File: config.mk
export PLATFORM = sky130hd
export DESIGN_NAME = wlan_scrambler_flat
export DESIGN_NICKNAME = d
export VERILOG_FILES = /design/src/rtl/wlan_scrambler_if.sv /design/src/rtl/wlan_scrambler.sv /design/src/flat_wrapper.sv
export SDC_FILE = /design/constraint.sdc
export NUM_CORES = 1
export LEC_CHECK = 0
export CAP_MARGIN = 10
export CORE_MARGIN = 10
export CORE_UTILIZATION = 50
export DETAILED_ROUTE_END_ITERATION = 16
export GPL_ROUTABILITY_DRIVEN = 0
export PLACE_DENSITY = 0.72
export SYNTH_ARGS = -nofsm -noshare
export SYNTH_HDL_FRONTEND = slang
export SYNTH_SLANG_ARGS = --single-unit
File: constraint.sdc
create_clock -name clk -period 5.8 [get_ports clk]
set_input_delay 0.87 -clock clk [delete_from_list [all_inputs] [get_ports clk]]
set_output_delay 0.87 -clock clk [all_outputs]
set_load 0.02 [all_outputs]
File: src/rtl/wlan_scrambler_if.sv
// Frame arm, bit-serial input handshake and scrambled output bundle.
// master = bit source / controller side, slave = scrambler side.
interface wlan_scrambler_if #(
    parameter int LEN_W = 16
);
    logic             start;
    logic [6:0]       seed_in;
    logic [LEN_W-1:0] frame_len;
    logic             in_valid;
    logic             in_bit;
    logic             in_ready;
    logic             out_valid;
    logic             out_bit;
    logic             out_last;
    logic             busy;
    logic             done;

    modport master (
        output start, seed_in, frame_len, in_valid, in_bit,
        input  in_ready, out_valid, out_bit, out_last, busy, done
    );

    modport slave (
        input  start, seed_in, frame_len, in_valid, in_bit,
        output in_ready, out_valid, out_bit, out_last, busy, done
    );
endinterface

File: src/rtl/wlan_scrambler.sv
// 802.11 TX scrambler, S(x)=x^7+x^4+1, with tail zeroing; one registered output bit per accepted input bit.
// Latency 1 cycle; input stalls via in_ready outside RUN, output has no backpressure.
module wlan_scrambler #(
    parameter int         LEN_W        = 16,
    parameter int         TAIL_BITS    = 6,
    parameter logic [6:0] SEED_DEFAULT = 7'b1011101
) (
    input  logic           clk,
    input  logic           reset,
    wlan_scrambler_if.slave bus
);
    typedef enum logic [1:0] {
        IDLE = 2'd0,
        RUN  = 2'd1,
        FIN  = 2'd2
    } state_t;

    localparam logic [LEN_W:0] TAIL_EXT = (LEN_W + 1)'(TAIL_BITS);

    state_t           state;
    logic [6:0]       lfsr;
    logic [LEN_W-1:0] cnt;
    logic [LEN_W-1:0] len;

    logic fb;
    logic xfer;
    logic in_tail;
    logic is_last;

    assign fb      = lfsr[6] ^ lfsr[3];
    assign xfer    = bus.in_valid & bus.in_ready;
    // cnt >= len-TAIL_BITS, rearranged so short frames cannot underflow
    assign in_tail = ({1'b0, cnt} + TAIL_EXT) >= {1'b0, len};
    assign is_last = (cnt == (len - LEN_W'(1)));

    always_ff @(posedge clk or posedge reset) begin
        if (reset) begin
            state         <= IDLE;
            lfsr          <= 7'd0;
            cnt           <= '0;
            len           <= '0;
            bus.in_ready  <= 1'b0;
            bus.out_valid <= 1'b0;
            bus.out_bit   <= 1'b0;
            bus.out_last  <= 1'b0;
            bus.busy      <= 1'b0;
            bus.done      <= 1'b0;
        end else begin
            bus.out_valid <= 1'b0;
            bus.out_bit   <= 1'b0;
            bus.out_last  <= 1'b0;
            bus.done      <= 1'b0;
            case (state)
                IDLE: begin
                    if (bus.start) begin
                        lfsr     <= (bus.seed_in == 7'd0) ? SEED_DEFAULT : bus.seed_in;
                        cnt      <= '0;
                        len      <= bus.frame_len;
                        bus.busy <= 1'b1;
                        if (bus.frame_len == '0) begin
                            state        <= FIN;
                            bus.done     <= 1'b1;
                            bus.in_ready <= 1'b0;
                        end else begin
                            state        <= RUN;
                            bus.in_ready <= 1'b1;
                        end
                    end
                end
                RUN: begin
                    if (xfer) begin
                        lfsr          <= {lfsr[5:0], fb};
                        cnt           <= cnt + LEN_W'(1);
                        bus.out_valid <= 1'b1;
                        bus.out_bit   <= in_tail ? 1'b0 : (bus.in_bit ^ fb);
                        bus.out_last  <= is_last;
                        if (is_last) begin
                            state        <= FIN;
                            bus.done     <= 1'b1;
                            bus.in_ready <= 1'b0;
                        end
                    end
                end
                FIN: begin
                    state    <= IDLE;
                    bus.busy <= 1'b0;
                end
                default: begin
                    state        <= IDLE;
                    bus.in_ready <= 1'b0;
                    bus.busy     <= 1'b0;
                end
            endcase
        end
    end
endmodule

File: src/flat_wrapper.sv
// flat-port wrapper written by rule: the top's interface ports become plain ports
module wlan_scrambler_flat 
#(
    parameter int         LEN_W        = 16,
    parameter int         TAIL_BITS    = 6,
    parameter logic [6:0] SEED_DEFAULT = 7'b1011101
)
  (clk, reset, bus_start, bus_seed_in, bus_frame_len, bus_in_valid, bus_in_bit, bus_in_ready, bus_out_valid, bus_out_bit, bus_out_last, bus_busy, bus_done);
  wlan_scrambler_if #(.LEN_W(LEN_W)) bus_i ();
  input  logic clk;
  input  logic reset;
  input wire logic [$bits(bus_i.start)-1:0] bus_start;
  input wire logic [$bits(bus_i.seed_in)-1:0] bus_seed_in;
  input wire logic [$bits(bus_i.frame_len)-1:0] bus_frame_len;
  input wire logic [$bits(bus_i.in_valid)-1:0] bus_in_valid;
  input wire logic [$bits(bus_i.in_bit)-1:0] bus_in_bit;
  output wire logic [$bits(bus_i.in_ready)-1:0] bus_in_ready;
  output wire logic [$bits(bus_i.out_valid)-1:0] bus_out_valid;
  output wire logic [$bits(bus_i.out_bit)-1:0] bus_out_bit;
  output wire logic [$bits(bus_i.out_last)-1:0] bus_out_last;
  output wire logic [$bits(bus_i.busy)-1:0] bus_busy;
  output wire logic [$bits(bus_i.done)-1:0] bus_done;
  assign bus_i.start = bus_start;
  assign bus_i.seed_in = bus_seed_in;
  assign bus_i.frame_len = bus_frame_len;
  assign bus_i.in_valid = bus_in_valid;
  assign bus_i.in_bit = bus_in_bit;
  assign bus_in_ready = bus_i.in_ready;
  assign bus_out_valid = bus_i.out_valid;
  assign bus_out_bit = bus_i.out_bit;
  assign bus_out_last = bus_i.out_last;
  assign bus_busy = bus_i.busy;
  assign bus_done = bus_i.done;
  wlan_scrambler #(.LEN_W(LEN_W), .TAIL_BITS(TAIL_BITS), .SEED_DEFAULT(SEED_DEFAULT)) u_core (.clk(clk), .reset(reset), .bus(bus_i));
endmodule
==> impl_metrics.ini, run 1 <==
[clocking]
clockRootBuffer = clkbuf_8
clk_pin_slew_worst_paths_ns = 0.10
cts-hold-fix-buffers = 0
worstSkewPairLatency_ns = 0.31
cts_num_sinks = 47
cts_tree = yes
cts_buffer_depth = 2
h-tree-depth = 2
cts_buffers = 5
post_cts_resized = 0
postCtsSetupRepairBufs = 0

[routing]
dr.first_iter.drc_count = 134
antenna_left = 0
drt_first_pass_iters = 4
avgViaCountPerCell = 5.75
drc = 0
dr_total_vias = 2706
routed_wl_mm = 7.37
avgRoutedWirePerCell_um = 15.6

[global_routing]
antenna_found_initial = 0
grt_pass1_vias = 2697
grt_start_max_net_pins = 49
overflow = 0
grt_first_pass_wirelength_mm = 12.9
grtUsageTotal_pct = 15.4

[synth]
synth-main-ff-cell = dfrtp_1
yosys_warnings = 0
synthCells = 369
yosysSeqAreaShare_pct = 36.9
syn-cell-area_um2 = 3180
avgSynthCellArea_um2 = 8.63
synthArstFlopShare_pct = 100
synthDistinctLibCells = 51
synth_seq_cells = 47
syn-num-nets = 417
synth-edff-count = 0

[critical_path]
crit_type = input port to register
end_kind = register
reg2reg_depth = 9
crit_required_ns = 5.98
cp.arrival_ns = 3.36
path_max_fanout = 48
cp-start-kind = input port

[sta]
maxSlewViolCount = 0
tightest_slew_ns = 0.983
fmax_mhz = 315
fin_tns_setup_ns = 0
fin_crit_ns = 3.17
skew_ns = 0.00687
final_hold_viol_count = 0
rsz0062_at_grt = no
fin_crit_sh_pct = 54.7
finalSetupViolations = 0
hold_ws_ns = 0.531
slew_headroom_pct = 34.4

[floorplan]
fp.dieH_um = 99.8
dieArea_um2 = 9960
core-area_um2 = 6280
initial_core_util_pct = 50.7
rows = 29
num_io_pins = 34
die_x_um = 99.8

[final_layout]
mostFrequentLayoutCell = dfrtp_1
regArea_um2 = 1180
n_antenna_cell = 0
drive_above_1_share_pct = 5.33
fillCellCount = 558
multi_input_area_um2 = 1840
nets = 441
syn_to_final_growth_pct = 15.0
final_cell_mix = dfrtp_1 (47), nand2_1 (37), clkdlybuf4s50_1 (33)

[worst_hold_path]
min_path_cells = 2
hold_path_class = register to register

[place]
port_buffers = 33
dp_hpwl_mm = 5.74

[flow_run]
drv_cap = 0

[power]
ir_drop_v = 0.000179
power_leakage_nw = 1.58
powerDensity_nw_per_um2 = 257

[outcome]
status = finished clean
-- kinds of logic (layout without fill, tap and decap cells) --
family,after synthesis,after routing,share of synthesized area (%)
AO/OA/AOI/OAI,75,75,14.6
XOR/XNOR,43,43,11.8
adder cells (fa/ha/maj),20,20,7.86
buffers and inverters,42,67,5.27
flip-flops,47,47,36.9
multiplexers,2,2,0.629
AND/OR/NAND/NOR,140,140,22.9
-- worst paths after layout --
kind	start	end	slack, ns
worst max-delay path	bus_start	u_core.cnt[9]	2.63
worst min-delay path	u_core.lfsr[0]	u_core.lfsr[0]	0.53
worst max register to register	u_core.len[0]	u_core.bus.done	2.82
worst min register to register	u_core.lfsr[0]	u_core.lfsr[0]	0.53
max in group asynchronous	reset	u_core.len[5]	4.09
min in group asynchronous	reset	u_core.len[14]	1.10
-- through the flow --
step	util [%]	power (mW)	instance area (um2)	worst slack (ns)	instances
final	58.4	0.943	3660	2.63	471
after global routing	58.4	1.00	3660	2.34	471
after CTS	58.4	0.949	3660	2.59	471
after detailed placement	56.5	0.694	3550	2.27	463
after global placement	56.5	0.681	3550	2.43	463
after floorplan	-	0.613	3180	3.24	369
-- area by class of cell --
type                            count  share of cell area [%]
Clock inverter                      3                    1.30
Sequential cell                    47                    32.1
Clock buffer                        5                    1.88
Multi-Input combinational cell    280                    50.3
Timing Repair Buffer               34                    9.22
Tap cell                           77                    2.63
Inverter                           25                    2.56
-- routing by layer --
metal  GRT usage (%)  wire length (um)  vias up
li1                -                 -     1346
met1            20.1              3380     1280
met2            24.8              3520       70
met3            3.30               374       10
met4            4.63                98        0
met5               0                 0        -
-- synthesized netlist by cell type, types with 4 or more instances --
cell | count | area, um2
dfrtp_1 | 47 | 1180
nand2_1 | 37 | 139
o21ai_0 | 32 | 160
nor2_1 | 30 | 113
inv_1 | 25 | 93.8
xnor2_1 | 22 | 193
xor2_1 | 21 | 184
ha_1 | 20 | 250
a21oi_1 | 13 | 65.1
nand3_1 | 13 | 65.1
clkbuf_1 | 12 | 45.0
nand4_1 | 10 | 62.6
nor4_1 | 8 | 50.1
nor3_1 | 6 | 30.0
o22ai_1 | 6 | 37.5
a31oi_1 | 5 | 31.3
and3_1 | 5 | 31.3
nand2b_1 | 5 | 31.3
nor2b_1 | 5 | 31.3
or3_1 | 4 | 25.0
or4_1 | 4 | 30.0
-- worst max-delay path, stage by stage --
cell             delay (ns)
clkdlybuf4s50_1        0.47
nor2b_1                0.18
nor2b_2                0.16
buf_4                  0.39
nor2_1                 0.19
nor3_1                 0.66
nand3_1                0.19
xor2_1                 0.18
nor2_1                 0.06
-- where the power goes --
| part | switching (mW) | leakage (nW) | internal [mW] |
|---|---|---|---|
| logic | 0.131 | 0.965 | 0.129 |
| registers | 0.0650 | 0.555 | 0.364 |
| clock network | 0.122 | 0.0587 | 0.131 |
-- sequential cells by signal, indices dropped and copies added (netlist names), 2 cells and up --
register and cells:
u_core.cnt 16, u_core.state 2, u_core.lfsr 7, u_core.len 16
No activity file was read; power rests on OpenSTA's default activity.
==> inputs of run 2 (changes only) <==
- clock period: 5.8 -> 2.96 ns (I/O delays scaled with it)
==> run 2 against run 1 <==
- count of clock-buffer cells in the layout grew 1
- utilization up 0.40 points
- clock skew increased by 0.0080 ns
- design area rose by 0.68%
- clock power is 61% higher
- routed wire length is 6.9% higher
- total power grew 92%
- worst setup slack lost 2.4 ns
- global-route usage increased by 0.65 points
==> impl_metrics.ini, run 2 (synthesis gave the netlist of run 1 again) <==
[outcome]
status = finished clean

[clocking]
postCtsSetupRepairBufs = 0
worstSkewPairLatency_ns = 0.32
h-tree-depth = 2
cts_buffer_depth = 2
cts-hold-fix-buffers = 0
cts_buffers = 5
cts_tree = yes
cts_num_sinks = 47
post_cts_resized = 0
clk_pin_slew_worst_paths_ns = 0.10
clockRootBuffer = clkbuf_8

[place]
post-place-ws_ns = 0.240
dp_hpwl_mm = 6.14
port_buffers = 33

[routing]
drc = 0
dr.first_iter.drc_count = 169
dr_total_vias = 2770
avgRoutedWirePerCell_um = 16.5
antenna_left = 0
routed_wl_mm = 7.88
drt_first_pass_iters = 4
avgViaCountPerCell = 5.79

[floorplan]
initial_core_util_pct = 50.7
die_x_um = 99.8
dieArea_um2 = 9960
core-area_um2 = 6280
rows = 29
num_io_pins = 34
fp.dieH_um = 99.8

[critical_path]
path_cells = inv_1 > ha_1 > nor3b_2 > a21oi_1 > or4_1 > a2111o_1 > a2111oi_4 > and2_4 > o21bai_1
crit_path_top_delay_cell = or4_1
end_kind = register
cp.arrival_ns = 2.99
crit_type = register to register
crit_required_ns = 3.20
path_max_fanout = 4
reg2reg_setup_slack_ns = 0.22
slowest_delay_ns = 0.50
cp-start-kind = register
reg2reg_depth = 9

[final_layout]
regArea_um2 = 1180
multi_input_area_um2 = 1840
fillCellCount = 561
syn_to_final_growth_pct = 15.8
n_antenna_cell = 0
final_cell_mix = dfrtp_1 (47), nand2_1 (37), clkdlybuf4s50_1 (33)
drive_above_1_share_pct = 6.73
nets = 448
reg_top3 = u_core.cnt (16), u_core.len (16), u_core.lfsr (7)
mostFrequentLayoutCell = dfrtp_1

[power]
p_clk_share_pct = 22.5
power_switching_mw = 0.644
power.internal_mw = 1.17
power_leakage_nw = 1.60
p_comb_share_pct = 32.8
ir_drop_v = 0.000343
powerDensity_nw_per_um2 = 491
switching_share_pct = 35.5
seq_power_share_pct = 44.7

[global_routing]
antenna_found_initial = 0
grt_start_max_net_pins = 48
grt_pass1_vias = 2768
overflow = 0
grt_first_pass_wirelength_mm = 13.2
grtUsageTotal_pct = 16.0

[sta]
fin_tns_setup_ns = 0
maxSlewViolCount = 0
fin_crit_sh_pct = 92.7
final_hold_viol_count = 0
skew_ns = 0.0149
fin_crit_ns = 2.74
slew_headroom_pct = 56.8
setup_ws_ns = 0.216
tightest_slew_ns = 0.642
fmax_mhz = 364
rsz0062_at_grt = no
finalSetupViolations = 0

[worst_hold_path]
hold_path_class = input port to asynchronous set/reset pin

[flow_run]
drv_cap = 0
run 2: cell count changes in the layout (fill, tap and decap cells not counted), sizes merged:
cell,change
clkinv,-1
bufinv,-1
buf,+7
clkinvlp,+1
clkbuf,+1
run 2: final cells by class:
class,instances,area share (%)
Clock buffer,6,1.97
Clock inverter,2,0.441
Inverter,25,2.54
Multi-Input combinational cell,280,50.0
Sequential cell,47,31.9
Tap cell,77,2.61
Timing Repair Buffer,41,10.6
run 2: through the flow:
stage | hold WS, ns | util, % | power (mW) | cell area, um2 | instances
after global routing | 0.467 | 58.8 | 1.92 | 3690 | 478
final | 0.443 | 58.8 | 1.81 | 3690 | 478
after floorplan | 0.450 | - | 1.20 | 3180 | 369
after global placement | 0.472 | 57.3 | 1.38 | 3600 | 470
after detailed placement | 0.479 | 57.3 | 1.40 | 3600 | 470
after CTS | 0.460 | 58.8 | 1.81 | 3690 | 478
run 2: metal layers:
metal | share of wire, % | vias to the layer above | track usage (%)
met3 | 4.5 | 14 | 3.16
li1 | - | 1357 | -
met5 | 0 | - | 0
met2 | 47 | 79 | 25.3
met4 | 2.0 | 0 | 5.73
met1 | 47 | 1320 | 21.2
run 2: path summary, 6_finish.rpt:
check	from	to
max reg2reg	u_core.len[0]	u_core.bus.done
max in group asynchronous	reset	u_core.cnt[13]
min in group clk	u_core.lfsr[0]	u_core.lfsr[0]
min reg2reg	u_core.lfsr[0]	u_core.lfsr[0]
min	reset	u_core.len[6]
max	u_core.len[0]	u_core.bus.done
run 2: power by group through the flow:
stage / clock network (mW) / logic, mW / registers (mW)
6_report: 0.407 / 0.594 / 0.809
5_1_grt: 0.439 / 0.658 / 0.822
4_1_cts: 0.413 / 0.587 / 0.806
3_5_place_dp: 0 / 0.580 / 0.818
3_3_place_gp: 0 / 0.565 / 0.815
2_1_floorplan: 0 / 0.418 / 0.783
run 2: worst max-delay path, delay by kind of cell, from the launching register on:
family	cells	cell delay (ns)
AO/OA/AOI/OAI	4	0.97
adder cells (fa/ha/maj)	1	0.20
buffers and inverters	1	0.10
flip-flops	1	0.43
AND/OR/NAND/NOR	3	0.97
